$ cat src/rtl/serial_pkg.sv
// Shared types and constants for the serial echo path line buffer.
package serial_pkg;

    // Line buffer controller states.
    typedef enum bit [0:0] {
        Receive  = 1'b0,
        Transmit = 1'b1
    } t_linebuf_state;

    // Default terminator that ends a line (carriage return).
    localparam logic [7:0] LINEBUF_TERM_CHAR = 8'h0d;

endpackage

$ cat src/rtl/line_ram.sv
// Line storage: DEPTH x BITS, one synchronous write port and one registered
// read port. A read of the address being written in the same cycle returns
// the new data, so a word can be presented the cycle after it is stored.
module line_ram #(
    parameter  int BITS      = 8,
    parameter  int DEPTH     = 16,
    localparam int ADDR_BITS = $clog2(DEPTH)
) (
    input  logic                 in_clk,
    input  logic                 in_rst,
    input  logic                 in_we,
    input  logic [ADDR_BITS-1:0] in_waddr,
    input  logic [BITS-1:0]      in_wdata,
    input  logic                 in_re,
    input  logic [ADDR_BITS-1:0] in_raddr,
    output logic [BITS-1:0]      out_rdata
);

    logic [BITS-1:0] mem_q [DEPTH];
    logic [BITS-1:0] rdata_q;

    // Store one word per write strobe.
    // NOTE: the array has no reset; every word is written before it is ever read, and a reset branch would block RAM inference.
    always_ff @(posedge in_clk) begin
        if (in_we) begin
            mem_q[in_waddr] <= in_wdata;
        end
    end

    // Registered read with write-through bypass; holds its value when not reading.
    // NOTE: non-blocking assignments keep every register updating from the pre-edge values, independent of block order.
    always_ff @(posedge in_clk or posedge in_rst) begin
        if (in_rst) begin
            rdata_q <= '0;
        end else if (in_re) begin
            if (in_we && (in_waddr == in_raddr)) begin
                rdata_q <= in_wdata;
            end else begin
                rdata_q <= mem_q[in_raddr];
            end
        end
    end

    assign out_rdata = rdata_q;

endmodule

$ cat src/rtl/serial_line_buffer.sv
// Line-granular echo buffer between serial_async_rx and serial_async_tx.
// Collects received words until TERM_CHAR or a full buffer, then replays the
// line one word per transmitter handshake and returns to receiving.
module serial_line_buffer
    import serial_pkg::*;
#(
    parameter  int              BITS      = 8,
    parameter  int              DEPTH     = 16,
    parameter  logic [BITS-1:0] TERM_CHAR = LINEBUF_TERM_CHAR,
    localparam int              CNT_BITS  = $clog2(DEPTH) + 1
) (
    input  logic                in_clk,
    input  logic                in_rst,
    output logic                out_rx_enable,
    input  logic [BITS-1:0]     in_rx_char,
    input  logic                in_rx_word_finished,
    output logic                out_tx_enable,
    output logic [BITS-1:0]     out_tx_char,
    input  logic                in_tx_next_word,
    output logic                out_line_ready,
    output logic [CNT_BITS-1:0] out_count,
    output logic                out_overflow
);

    localparam int PTR_BITS = CNT_BITS - 1;

    t_linebuf_state      state_q, state_d;
    logic [PTR_BITS-1:0] wr_ptr_q, wr_ptr_d;
    logic [PTR_BITS-1:0] rd_ptr_q, rd_ptr_d;
    logic [CNT_BITS-1:0] count_q, count_d;
    logic                overflow_q, overflow_d;
    logic                last_rx_q, last_tx_q;

    logic                rx_evt, tx_evt;
    logic                ram_we, ram_re;
    logic                line_full;
    logic                last_word;

    // Falling edges of the rx/tx handshake levels mark a finished word
    // and a word latched by the transmitter respectively.
    assign rx_evt = ~in_rx_word_finished & last_rx_q;
    assign tx_evt = ~in_tx_next_word & last_tx_q;

    // This write fills the last free slot.
    assign line_full = (count_q == CNT_BITS'(DEPTH - 1));
    // The word currently presented is the final one of the line.
    assign last_word = ({1'b0, rd_ptr_q} == (count_q - CNT_BITS'(1)));

    // Register the handshake levels for edge detection.
    always_ff @(posedge in_clk or posedge in_rst) begin
        if (in_rst) begin
            last_rx_q <= 1'b0;
            last_tx_q <= 1'b0;
        end else begin
            last_rx_q <= in_rx_word_finished;
            last_tx_q <= in_tx_next_word;
        end
    end

    // Controller state, pointers, word count and sticky overflow.
    always_ff @(posedge in_clk or posedge in_rst) begin
        if (in_rst) begin
            state_q    <= Receive;
            wr_ptr_q   <= '0;
            rd_ptr_q   <= '0;
            count_q    <= '0;
            overflow_q <= 1'b0;
        end else begin
            state_q    <= state_d;
            wr_ptr_q   <= wr_ptr_d;
            rd_ptr_q   <= rd_ptr_d;
            count_q    <= count_d;
            overflow_q <= overflow_d;
        end
    end

    // Next-state logic: store words in Receive, replay them in Transmit.
    // NOTE: every signal gets a default before the case so no path leaves one unassigned, which would infer a latch.
    always_comb begin
        state_d    = state_q;
        wr_ptr_d   = wr_ptr_q;
        rd_ptr_d   = rd_ptr_q;
        count_d    = count_q;
        overflow_d = overflow_q;
        ram_we     = 1'b0;

        unique case (state_q)
            Receive: begin
                if (rx_evt) begin
                    ram_we   = 1'b1;
                    wr_ptr_d = wr_ptr_q + PTR_BITS'(1);
                    count_d  = count_q + CNT_BITS'(1);
                    if ((in_rx_char == TERM_CHAR) || line_full) begin
                        state_d = Transmit;
                    end
                    if ((in_rx_char != TERM_CHAR) && line_full) begin
                        overflow_d = 1'b1;
                    end
                end
            end
            Transmit: begin
                // The receiver is disabled here; any word it still delivers is lost.
                if (rx_evt) begin
                    overflow_d = 1'b1;
                end
                if (tx_evt) begin
                    if (last_word) begin
                        state_d  = Receive;
                        wr_ptr_d = '0;
                        rd_ptr_d = '0;
                        count_d  = '0;
                    end else begin
                        rd_ptr_d = rd_ptr_q + PTR_BITS'(1);
                    end
                end
            end
            default: state_d = Receive;
        endcase

        // Fetch the next word whenever the following cycle is a Transmit
        // cycle, so out_tx_char is valid from the first one onward.
        ram_re = (state_d == Transmit);
    end

    line_ram #(
        .BITS  (BITS),
        .DEPTH (DEPTH)
    ) u_line_ram (
        .in_clk    (in_clk),
        .in_rst    (in_rst),
        .in_we     (ram_we),
        .in_waddr  (wr_ptr_q),
        .in_wdata  (in_rx_char),
        .in_re     (ram_re),
        .in_raddr  (rd_ptr_d),
        .out_rdata (out_tx_char)
    );

    assign out_rx_enable  = (state_q == Receive);
    assign out_tx_enable  = (state_q == Transmit);
    assign out_line_ready = (state_q == Transmit);
    assign out_count      = count_q;
    assign out_overflow   = overflow_q;

endmodule

$ cat config.mk
export PLATFORM = sky130hd
export DESIGN_NAME = serial_line_buffer
export DESIGN_NICKNAME = d
export VERILOG_FILES = /design/src/rtl/serial_pkg.sv /design/src/rtl/line_ram.sv /design/src/rtl/serial_line_buffer.sv
export SDC_FILE = /design/constraint.sdc
export NUM_CORES = 1
export LEC_CHECK = 0
export ABC_AREA = 1
export CORE_ASPECT_RATIO = 0.75
export CORE_UTILIZATION = 55
export DETAILED_ROUTE_END_ITERATION = 10
export HOLD_SLACK_MARGIN = 0.03
export PLACE_DENSITY_LB_ADDON = 0.15
export SLEW_MARGIN = 20
export SYNTH_ARGS = -nofsm -noshare
export SYNTH_HDL_FRONTEND = slang
export SYNTH_SLANG_ARGS = --single-unit
$ cat constraint.sdc
create_clock -name in_clk -period 2.3 [get_ports in_clk]
set_input_delay 0.46 -clock in_clk [delete_from_list [all_inputs] [get_ports in_clk]]
set_output_delay 0.46 -clock in_clk [all_outputs]
set_load 0.01 [all_outputs]
==> run_summary.xml, run 1 <==
<?xml version="1.0" encoding="UTF-8"?>
<metrics>
  <group name="setup_path">
    <metric name="slowest_delay" unit="ns">0.43</metric>
    <metric name="critPathLaunchType" unit="">flip-flop</metric>
    <metric name="data_arrival_critical_path" unit="ns">2.81</metric>
    <metric name="crit_path_end" unit="">u_line_ram.out_rdata[5]</metric>
    <metric name="setup.worst_path.start" unit="">out_count[0]</metric>
    <metric name="r2r_end" unit="">u_line_ram.out_rdata[5]</metric>
    <metric name="reg2reg_setup_slack" unit="ns">-0.16</metric>
    <metric name="crit_path_cell_trace" unit="">inv_4 -&gt; ha_4 -&gt; nand2_2 -&gt; inv_2 -&gt; nor2_4 -&gt; nand3_2 -&gt; nor2_4 -&gt; nand2_4 -&gt; nand3_2 -&gt; nand2_4 -&gt; inv_2 -&gt; buf_12 -&gt; nand3_1 -&gt; nand3_2 -&gt; nand3_2 -&gt; nand3_1 -&gt; nand2_1 -&gt; nand2_1</metric>
    <metric name="crit_cells" unit="">18</metric>
    <metric name="timing.critical_path.mode_cell" unit="">nand3_2</metric>
    <metric name="worstPathBufferInverterCount" unit="">4</metric>
    <metric name="critical_path.slowest_cell" unit="">dfrtp_2</metric>
    <metric name="worstRegToRegCells" unit="">18</metric>
    <metric name="worst_r2r_startpoint" unit="">out_count[0]</metric>
    <metric name="setup.worst_path.class" unit="">reg -&gt; reg</metric>
    <metric name="worst_path_dominant_cell_family" unit="">simple AND/OR/NAND/NOR gates</metric>
    <metric name="worstSetupEndpointType" unit="">flip-flop</metric>
    <metric name="crit_fanout" unit="">24</metric>
    <metric name="critPathRequiredTime" unit="ns">2.65</metric>
  </group>
  <group name="synth">
    <metric name="synth.yosys.seq_area_share" unit="%">61.4</metric>
    <metric name="synth_simple_gate_area_share" unit="%">25.3</metric>
    <metric name="post_synth_inst_count" unit="">714</metric>
    <metric name="synth.mux.area_fraction" unit="%">0</metric>
    <metric name="synth_largest_area_cell" unit="">edfxtp_1</metric>
    <metric name="synth-compound-area-share" unit="%">1.55</metric>
    <metric name="post_synthesis_cell_area" unit="mm²">0.00728</metric>
    <metric name="ys_async_sr_fraction" unit="%">16.3</metric>
    <metric name="synthAdderAreaFrac" unit="%">1.38</metric>
    <metric name="ys_types" unit="">31</metric>
    <metric name="main_combinational_cell_family_by_area_after_synthesis" unit="">simple AND/OR/NAND/NOR gates</metric>
    <metric name="syn_nets" unit="">734</metric>
    <metric name="synth_xor_area_share" unit="%">0.808</metric>
    <metric name="yosysTopAreaCellShare" unit="%">52.8</metric>
    <metric name="synth_flop_cell" unit="">edfxtp_1</metric>
    <metric name="ys_seq_elements" unit="">153</metric>
    <metric name="syn-mean-instance-area" unit="µm²">10.2</metric>
    <metric name="synth_enable_flop_cells" unit="">128</metric>
    <metric name="netlist_top_cells_area" unit="">edfxtp_1, nand3_1, dfrtp_1, nand2_1, inv_1</metric>
    <metric name="synth-warning-count" unit="">0</metric>
  </group>
  <group name="cells_and_area">
    <metric name="nets" unit="">822</metric>
    <metric name="area_delta_synth_final" unit="%">24.2</metric>
    <metric name="fillCellCount" unit="">874</metric>
    <metric name="antenna_cells" unit="">0</metric>
    <metric name="layout_commonest_cell" unit="">nand3_1</metric>
    <metric name="commonest_non_fill_non_tap_cells_in_the_layout" unit="">nand3_1, edfxtp_1, nand2_1, inv_1, buf_4</metric>
    <metric name="drive_gt1_share" unit="%">19.4</metric>
    <metric name="final_cells" unit="">981</metric>
  </group>
  <group name="floorplanning">
    <metric name="design.die.area" unit="mm²">0.0137</metric>
    <metric name="placementRows" unit="">35</metric>
    <metric name="die-width" unit="µm">135</metric>
    <metric name="ioPinCount" unit="">29</metric>
    <metric name="core_area" unit="mm²">0.0126</metric>
    <metric name="initial_utilization" unit="%">57.9</metric>
    <metric name="dieHeight" unit="µm">102</metric>
  </group>
  <group name="hold_path">
    <metric name="hold_class" unit="">in -&gt; async</metric>
  </group>
  <group name="global_routing">
    <metric name="maximum_number_of_pins_on_one_net_before_global_route_repair" unit="">60</metric>
    <metric name="antenna_found_initial" unit="">1</metric>
    <metric name="gr_overflow_total" unit="">0</metric>
    <metric name="first_global_vias" unit="">5177</metric>
    <metric name="track_usage" unit="%">29.2</metric>
    <metric name="wire_length_of_the_first_global_routing_pass" unit="mm">28.6</metric>
  </group>
  <group name="power_and_ir_drop">
    <metric name="combinationalPowerShare" unit="%">29.4</metric>
    <metric name="power_density" unit="mW/mm²">940</metric>
    <metric name="p_sw" unit="mW">2.77</metric>
    <metric name="netSwitchingFraction" unit="%">32.7</metric>
    <metric name="vdd_ir_drop_max" unit="mV">0.686</metric>
    <metric name="power.share.sequential" unit="%">38.0</metric>
    <metric name="power.static_leakage" unit="nW">3.83</metric>
    <metric name="intPower" unit="mW">5.72</metric>
    <metric name="finalPower" unit="mW">8.50</metric>
    <metric name="pwr-share-clk" unit="%">32.7</metric>
  </group>
  <group name="clocking">
    <metric name="clock_sinks" unit="">153</metric>
    <metric name="root_buffer" unit="">clkbuf_16</metric>
    <metric name="tritoncts" unit="">built</metric>
    <metric name="postCtsHoldBufs" unit="">0</metric>
    <metric name="cts.htree.levels" unit="">4</metric>
    <metric name="number_of_cts_inserted_buffers" unit="">17</metric>
    <metric name="cts_max_path_buffers" unit="">2</metric>
    <metric name="clock_insertion_delay_worst_skew" unit="ns">0.42</metric>
    <metric name="cts.clk_slew.worst_paths" unit="ns">0.06</metric>
  </group>
  <group name="outcome">
    <metric name="failed_checks" unit="">negative setup slack</metric>
    <metric name="run_status" unit="">complete, but fails checks</metric>
  </group>
  <group name="route">
    <metric name="drc" unit="">0</metric>
    <metric name="wl_per_cell" unit="µm">19.0</metric>
    <metric name="detail_route.first_pass.iterations" unit="">5</metric>
    <metric name="finalWirelength" unit="mm">18.7</metric>
    <metric name="avgViaCountPerCell" unit="">5.62</metric>
    <metric name="drtIter0Drc" unit="">454</metric>
    <metric name="detail-route-antenna-nets" unit="">0</metric>
    <metric name="via_count" unit="">5518</metric>
  </group>
  <group name="timing">
    <metric name="worst_slew_margin_rel" unit="%">68.0</metric>
    <metric name="worst_pin_slew" unit="ns">0.479</metric>
    <metric name="timing.final.crit_share" unit="%">107</metric>
    <metric name="finalMaxSlewViolations" unit="">0</metric>
    <metric name="holdWs" unit="ns">0.360</metric>
    <metric name="worst_case_clock_skew" unit="ns">0.0124</metric>
    <metric name="timing.final.ws_setup" unit="ns">-0.156</metric>
    <metric name="maxClockFrequency" unit="MHz">407</metric>
    <metric name="rsz0062_at_grt" unit="">true</metric>
    <metric name="report.final.setup_viol" unit="">8</metric>
    <metric name="final.min_clock_period" unit="ns">2.46</metric>
    <metric name="finalHoldViolations" unit="">0</metric>
  </group>
  <group name="placed_design">
    <metric name="place_worst_setup_slack" unit="ns">-0.311</metric>
    <metric name="place.detailed.instances" unit="">942</metric>
    <metric name="place.port_buffers" unit="">28</metric>
    <metric name="final_weighted_congestion_in_routability_driven_placement" unit="">0.929</metric>
    <metric name="dp_hpwl" unit="mm">12.1</metric>
  </group>
  <group name="job">
    <metric name="timing.max_cap.violations" unit="">0</metric>
  </group>
</metrics>
==> cell type report <==
class                      instances  area, µm²  area share, %
sequential                       153       4470           49.5
multi-input combinational        407       2300           25.4
timing repair buffer             100       1000           11.1
inverter                         123        468           5.18
clock buffer                      17        425           4.71
tap                              166        208           2.30
clock inverter                    15        166           1.84
==> timing repair <==
action	4_1_cts	5_1_grt
setup endpoints to repair	8	9
cloned	2	1
gates resized for setup	22	23
pin swaps	5	10
setup buffers	3	1
==> how the worst min path moves through the flow <==
stage / from / to / depth (start not counted) / slack [ns]
global route: in_rst / last_tx_q / 2 / 0.39
floorplan: in_rst / last_rx_q / 1 / 0.49
detailed placement: out_overflow / out_overflow / 1 / 0.46
finish: in_rst / last_tx_q / 2 / 0.36
CTS: in_rst / last_tx_q / 2 / 0.37
global placement: out_overflow / out_overflow / 1 / 0.44
==> registers in the layout, indices dropped and copies added, names as in the netlist <==
register and cells:
last_rx_q 1, last_tx_q 1, out_overflow 1, wr_ptr_q 4, u_line_ram.mem_q 128, out_line_ready 1, rd_ptr_q 4, u_line_ram.out_rdata 8
out_count 5
==> through the flow <==
stage	TNS, ns	instance area (µm²)	utilization, %
2_1_floorplan	0	7280	-
3_3_place_gp	-1.64	8140	64.8
3_5_place_dp	-2.14	8140	64.8
4_1_cts	-0.729	8900	70.8
5_1_grt	-1.93	9040	71.9
6_report	-0.990	9040	71.9
==> cells in the mapped netlist (3+ instances only) <==
cell type,n
buf_1,7
buf_2,8
buf_6,13
dfrtp_1,25
edfxtp_1,128
ha_1,8
inv_1,114
inv_2,7
nand2_1,129
nand2_2,3
nand2_4,4
nand3_1,157
nand3b_1,33
nor2_1,37
nor2_4,3
o21ai_0,9
xor2_1,3
==> worst register-to-register path: stages (launching register included) <==
cell     delay [ns]
dfrtp_2        0.43
inv_4          0.08
ha_4           0.22
nand2_2        0.07
inv_2          0.05
nor2_4         0.08
nand3_2        0.10
nor2_4         0.13
nand2_4        0.08
nand3_2        0.08
nand2_4        0.09
inv_2          0.14
buf_12         0.18
nand3_1        0.17
nand3_2        0.13
nand3_2        0.11
nand3_1        0.12
nand2_1        0.07
nand2_1        0.07
==> power by group through the flow <==
stage | clock network (mW) | logic [mW] | registers (mW)
2_1_floorplan | 0 | 1.30 | 3.27
3_3_place_gp | 0 | 2.12 | 3.28
3_5_place_dp | 0 | 2.19 | 3.28
4_1_cts | 2.80 | 2.34 | 3.23
5_1_grt | 2.92 | 2.67 | 3.24
6_report | 2.77 | 2.49 | 3.23
==> routing by layer <==
layer,GRT usage [%],up-vias,wire [µm]
met2,43.8,306,8530
met4,11.1,2,403
met3,8.81,35,1930
met5,0,-,18
met1,40.2,2621,7790
li1,-,2554,-
==> kinds of logic after synthesis <==
logic type,Yosys count
AND/OR/NAND/NOR,375
buffers and inverters,155
flip-flops,153
AO/OA/AOI/OAI,18
adder cells (fa/ha/maj),8
XOR/XNOR,5
No activity file was read; power rests on OpenSTA's default activity.
==> run 2: changes to the inputs <==
--- a/config.mk
+++ b/config.mk
@@ -7,7 +7,9 @@
 export LEC_CHECK = 0
 export ABC_AREA = 1
 export CORE_ASPECT_RATIO = 0.75
-export CORE_UTILIZATION = 55
+export CORE_UTILIZATION = 57
+export CTS_BUF_LIST = sky130_fd_sc_hd__clkbuf_4 sky130_fd_sc_hd__clkbuf_8
+export CTS_CLUSTER_SIZE = 10
 export DETAILED_ROUTE_END_ITERATION = 10
 export HOLD_SLACK_MARGIN = 0.03
 export PLACE_DENSITY_LB_ADDON = 0.15
==> run 2 against run 1 <==
The run still ends with negative setup slack left; clock skew shrank 0.0023 ns; via count is 1.7% higher; final cell count rose by 0.61%; worst hold slack improved by 0.013 ns; core utilization up 2.3 points; non-clock buffer count rose by 6; critical path type unchanged; highest routed layer is now met4.
==> run_summary.xml, run 2 (synthesis results as in run 1) <==
<?xml version="1.0" encoding="UTF-8"?>
<metrics>
  <group name="setup_path">
    <metric name="worstSetupEndpointType" unit="">flip-flop</metric>
    <metric name="setup.worst_path.class" unit="">reg -&gt; reg</metric>
    <metric name="r2r_end" unit="">u_line_ram.out_rdata[3]</metric>
    <metric name="data_arrival_critical_path" unit="ns">2.80</metric>
    <metric name="critPathRequiredTime" unit="ns">2.69</metric>
    <metric name="worst_r2r_startpoint" unit="">out_count[1]</metric>
    <metric name="timing.critical_path.mode_cell" unit="">nand2_2</metric>
    <metric name="reg2reg_setup_slack" unit="ns">-0.11</metric>
    <metric name="critPathLaunchType" unit="">flip-flop</metric>
    <metric name="slowest_delay" unit="ns">0.40</metric>
    <metric name="worstRegToRegCells" unit="">18</metric>
    <metric name="critical_path.slowest_cell" unit="">dfrtp_1</metric>
    <metric name="crit_fanout" unit="">8</metric>
    <metric name="crit_path_cell_trace" unit="">inv_2 -&gt; ha_4 -&gt; nand2_2 -&gt; inv_2 -&gt; nor2_2 -&gt; nand3_2 -&gt; nor2_4 -&gt; nand2_2 -&gt; nand2_2 -&gt; nand2_4 -&gt; nand2_8 -&gt; buf_12 -&gt; xor2_4 -&gt; buf_6 -&gt; nand3_4 -&gt; nand3_4 -&gt; nand2_2 -&gt; nand2_1</metric>
  </group>
  <group name="placed_design">
    <metric name="final_weighted_congestion_in_routability_driven_placement" unit="">0.909</metric>
    <metric name="place_worst_setup_slack" unit="ns">-0.259</metric>
    <metric name="dp_hpwl" unit="mm">12.2</metric>
    <metric name="place.port_buffers" unit="">28</metric>
    <metric name="place.detailed.instances" unit="">939</metric>
  </group>
  <group name="timing">
    <metric name="worst_pin_slew" unit="ns">0.353</metric>
    <metric name="finalMaxSlewViolations" unit="">0</metric>
    <metric name="maxClockFrequency" unit="MHz">414</metric>
    <metric name="worst_slew_margin_rel" unit="%">76.5</metric>
    <metric name="worst_case_clock_skew" unit="ns">0.0101</metric>
    <metric name="timing.final.ws_setup" unit="ns">-0.115</metric>
    <metric name="fin_setup_tns" unit="ns">-0.774</metric>
    <metric name="holdWs" unit="ns">0.373</metric>
    <metric name="report.final.setup_viol" unit="">8</metric>
    <metric name="timing.final.crit_share" unit="%">105</metric>
    <metric name="final.min_clock_period" unit="ns">2.41</metric>
    <metric name="finalHoldViolations" unit="">0</metric>
    <metric name="rsz0062_at_grt" unit="">true</metric>
  </group>
  <group name="outcome">
    <metric name="failed_checks" unit="">negative setup slack</metric>
    <metric name="run_status" unit="">complete, but fails checks</metric>
  </group>
  <group name="global_routing">
    <metric name="first_global_vias" unit="">5388</metric>
    <metric name="track_usage" unit="%">30.9</metric>
    <metric name="antenna_found_initial" unit="">0</metric>
    <metric name="gr_overflow_total" unit="">0</metric>
    <metric name="wire_length_of_the_first_global_routing_pass" unit="mm">29.6</metric>
    <metric name="maximum_number_of_pins_on_one_net_before_global_route_repair" unit="">30</metric>
  </group>
  <group name="route">
    <metric name="finalWirelength" unit="mm">19.6</metric>
    <metric name="drc" unit="">0</metric>
    <metric name="avgViaCountPerCell" unit="">5.68</metric>
    <metric name="via_count" unit="">5611</metric>
    <metric name="detail_route.first_pass.iterations" unit="">5</metric>
    <metric name="wl_per_cell" unit="µm">19.8</metric>
    <metric name="detail-route-antenna-nets" unit="">0</metric>
    <metric name="drtIter0Drc" unit="">515</metric>
  </group>
  <group name="cells_and_area">
    <metric name="layout_commonest_cell" unit="">edfxtp_1</metric>
    <metric name="commonest_non_fill_non_tap_cells_in_the_layout" unit="">edfxtp_1, nand2_1, nand3_1, inv_1, buf_4</metric>
    <metric name="antenna_cells" unit="">0</metric>
    <metric name="regMostFlops" unit="">u_line_ram.mem_q</metric>
    <metric name="area_delta_synth_final" unit="%">25.8</metric>
    <metric name="largest_reg_flops" unit="">128</metric>
    <metric name="final_cells" unit="">987</metric>
    <metric name="nets" unit="">828</metric>
    <metric name="drive_gt1_share" unit="%">24.0</metric>
  </group>
  <group name="floorplanning">
    <metric name="placementRows" unit="">35</metric>
    <metric name="initial_utilization" unit="%">58.9</metric>
    <metric name="core_area" unit="mm²">0.0123</metric>
    <metric name="dieHeight" unit="µm">99.9</metric>
    <metric name="die-width" unit="µm">132</metric>
    <metric name="design.die.area" unit="mm²">0.0132</metric>
    <metric name="ioPinCount" unit="">29</metric>
  </group>
  <group name="clocking">
    <metric name="cts.clk_slew.worst_paths" unit="ns">0.08</metric>
    <metric name="cts.htree.levels" unit="">4</metric>
    <metric name="clock_sinks" unit="">153</metric>
    <metric name="tritoncts" unit="">built</metric>
    <metric name="clock_insertion_delay_worst_skew" unit="ns">0.45</metric>
    <metric name="number_of_cts_inserted_buffers" unit="">17</metric>
    <metric name="root_buffer" unit="">clkbuf_8</metric>
    <metric name="cts_max_path_buffers" unit="">2</metric>
  </group>
  <group name="power_and_ir_drop">
    <metric name="power.static_leakage" unit="nW">3.88</metric>
    <metric name="power_density" unit="mW/mm²">905</metric>
    <metric name="vdd_ir_drop_max" unit="mV">0.642</metric>
  </group>
  <group name="job">
    <metric name="timing.max_cap.violations" unit="">0</metric>
  </group>
  <group name="hold_path">
    <metric name="hold_class" unit="">in -&gt; async</metric>
  </group>
</metrics>
[run 2: cell count changes in the layout (fill, tap and decap cells not counted), moves of 5 or more]
cell / before / now
clkinv_2: 1 / 6
nand2_2: 3 / 12
clkbuf_16: 18 / 2
nand2_1: 126 / 119
clkbuf_8: 0 / 18
nand3_1: 142 / 116
nand3_2: 16 / 41
[run 2: worst max path at each step]
stage | from | endpoint | slack (ns) | depth (start not counted)
CTS | out_count[0] | u_line_ram.out_rdata[2] | -0.14 | 18
global route | out_count[1] | u_line_ram.out_rdata[1] | -0.24 | 20
global placement | in_tx_next_word | u_line_ram.out_rdata[3] | -0.24 | 13
detailed placement | out_count[0] | u_line_ram.out_rdata[3] | -0.26 | 19
floorplan | out_count[1] | u_line_ram.out_rdata[3] | 0.04 | 17
finish | out_count[1] | u_line_ram.out_rdata[3] | -0.11 | 18
[run 2: repair_timing]
action | in CTS | in global routing
setup endpoints to repair | 8 | 8
pin swaps | 11 | 37
buffers inserted | 4 | 6
gates cloned | 5 | 2
hold buffers | 0 | 0
resized for setup | 34 | 50
[run 2: cell type report]
class / instances / area [µm²]
Timing Repair Buffer: 106 / 1160
Multi-Input combinational cell: 407 / 2440
Clock buffer: 20 / 263
Clock inverter: 12 / 149
Fill cell: 868 / 3190
Inverter: 123 / 470
Sequential cell: 153 / 4470
Tap cell: 166 / 208
[run 2: where the power goes]
group	total (mW)	internal, mW	switching, mW
clock network	2.13	1.12	1.01
logic	2.94	1.23	1.71
registers	3.22	3.11	0.106
total	8.28	5.46	2.82
[run 2: worst max-delay path: cells and delay by family (launching register included)]
| family | cells | cell delay [ns] |
|---|---|---|
| xor gates and xnor gates | 1 | 0.21 |
| adders and majority gates | 1 | 0.21 |
| and+or+nand+nor | 12 | 1.12 |
| DFF | 1 | 0.40 |
| buffers and inverters | 4 | 0.40 |
[run 2: per-layer routing]
layer / up-vias / GRT usage (%) / share of wire, %
li1: 2562 / - / -
met1: 2729 / 42.8 / 42
met2: 279 / 48.2 / 47
met3: 41 / 6.77 / 8.4
met4: 0 / 11.8 / 2.5
met5: - / 0 / 0
[run 2: stage by stage]
| step | utilization, % | power (mW) | area [µm²] |
|---|---|---|---|
| after global placement | 65.7 | 5.50 | 8110 |
| final | 74.2 | 8.28 | 9160 |
| after detailed placement | 65.7 | 5.53 | 8110 |
| after CTS | 71.7 | 7.93 | 8850 |
| after floorplan | - | 4.57 | 7280 |
| after global routing | 74.2 | 8.58 | 9160 |
==> run 3: changes to the inputs <==
--- a/config.mk
+++ b/config.mk
@@ -9,6 +9,7 @@
 export CORE_ASPECT_RATIO = 0.75
 export CORE_UTILIZATION = 57
 export CTS_BUF_LIST = sky130_fd_sc_hd__clkbuf_4 sky130_fd_sc_hd__clkbuf_8
+export CTS_CLUSTER_DIAMETER = 60
 export CTS_CLUSTER_SIZE = 10
 export DETAILED_ROUTE_END_ITERATION = 10
 export HOLD_SLACK_MARGIN = 0.03
==> results of run 3 <==
No change in the layout: final DEF, timing and power equal those of run 2.
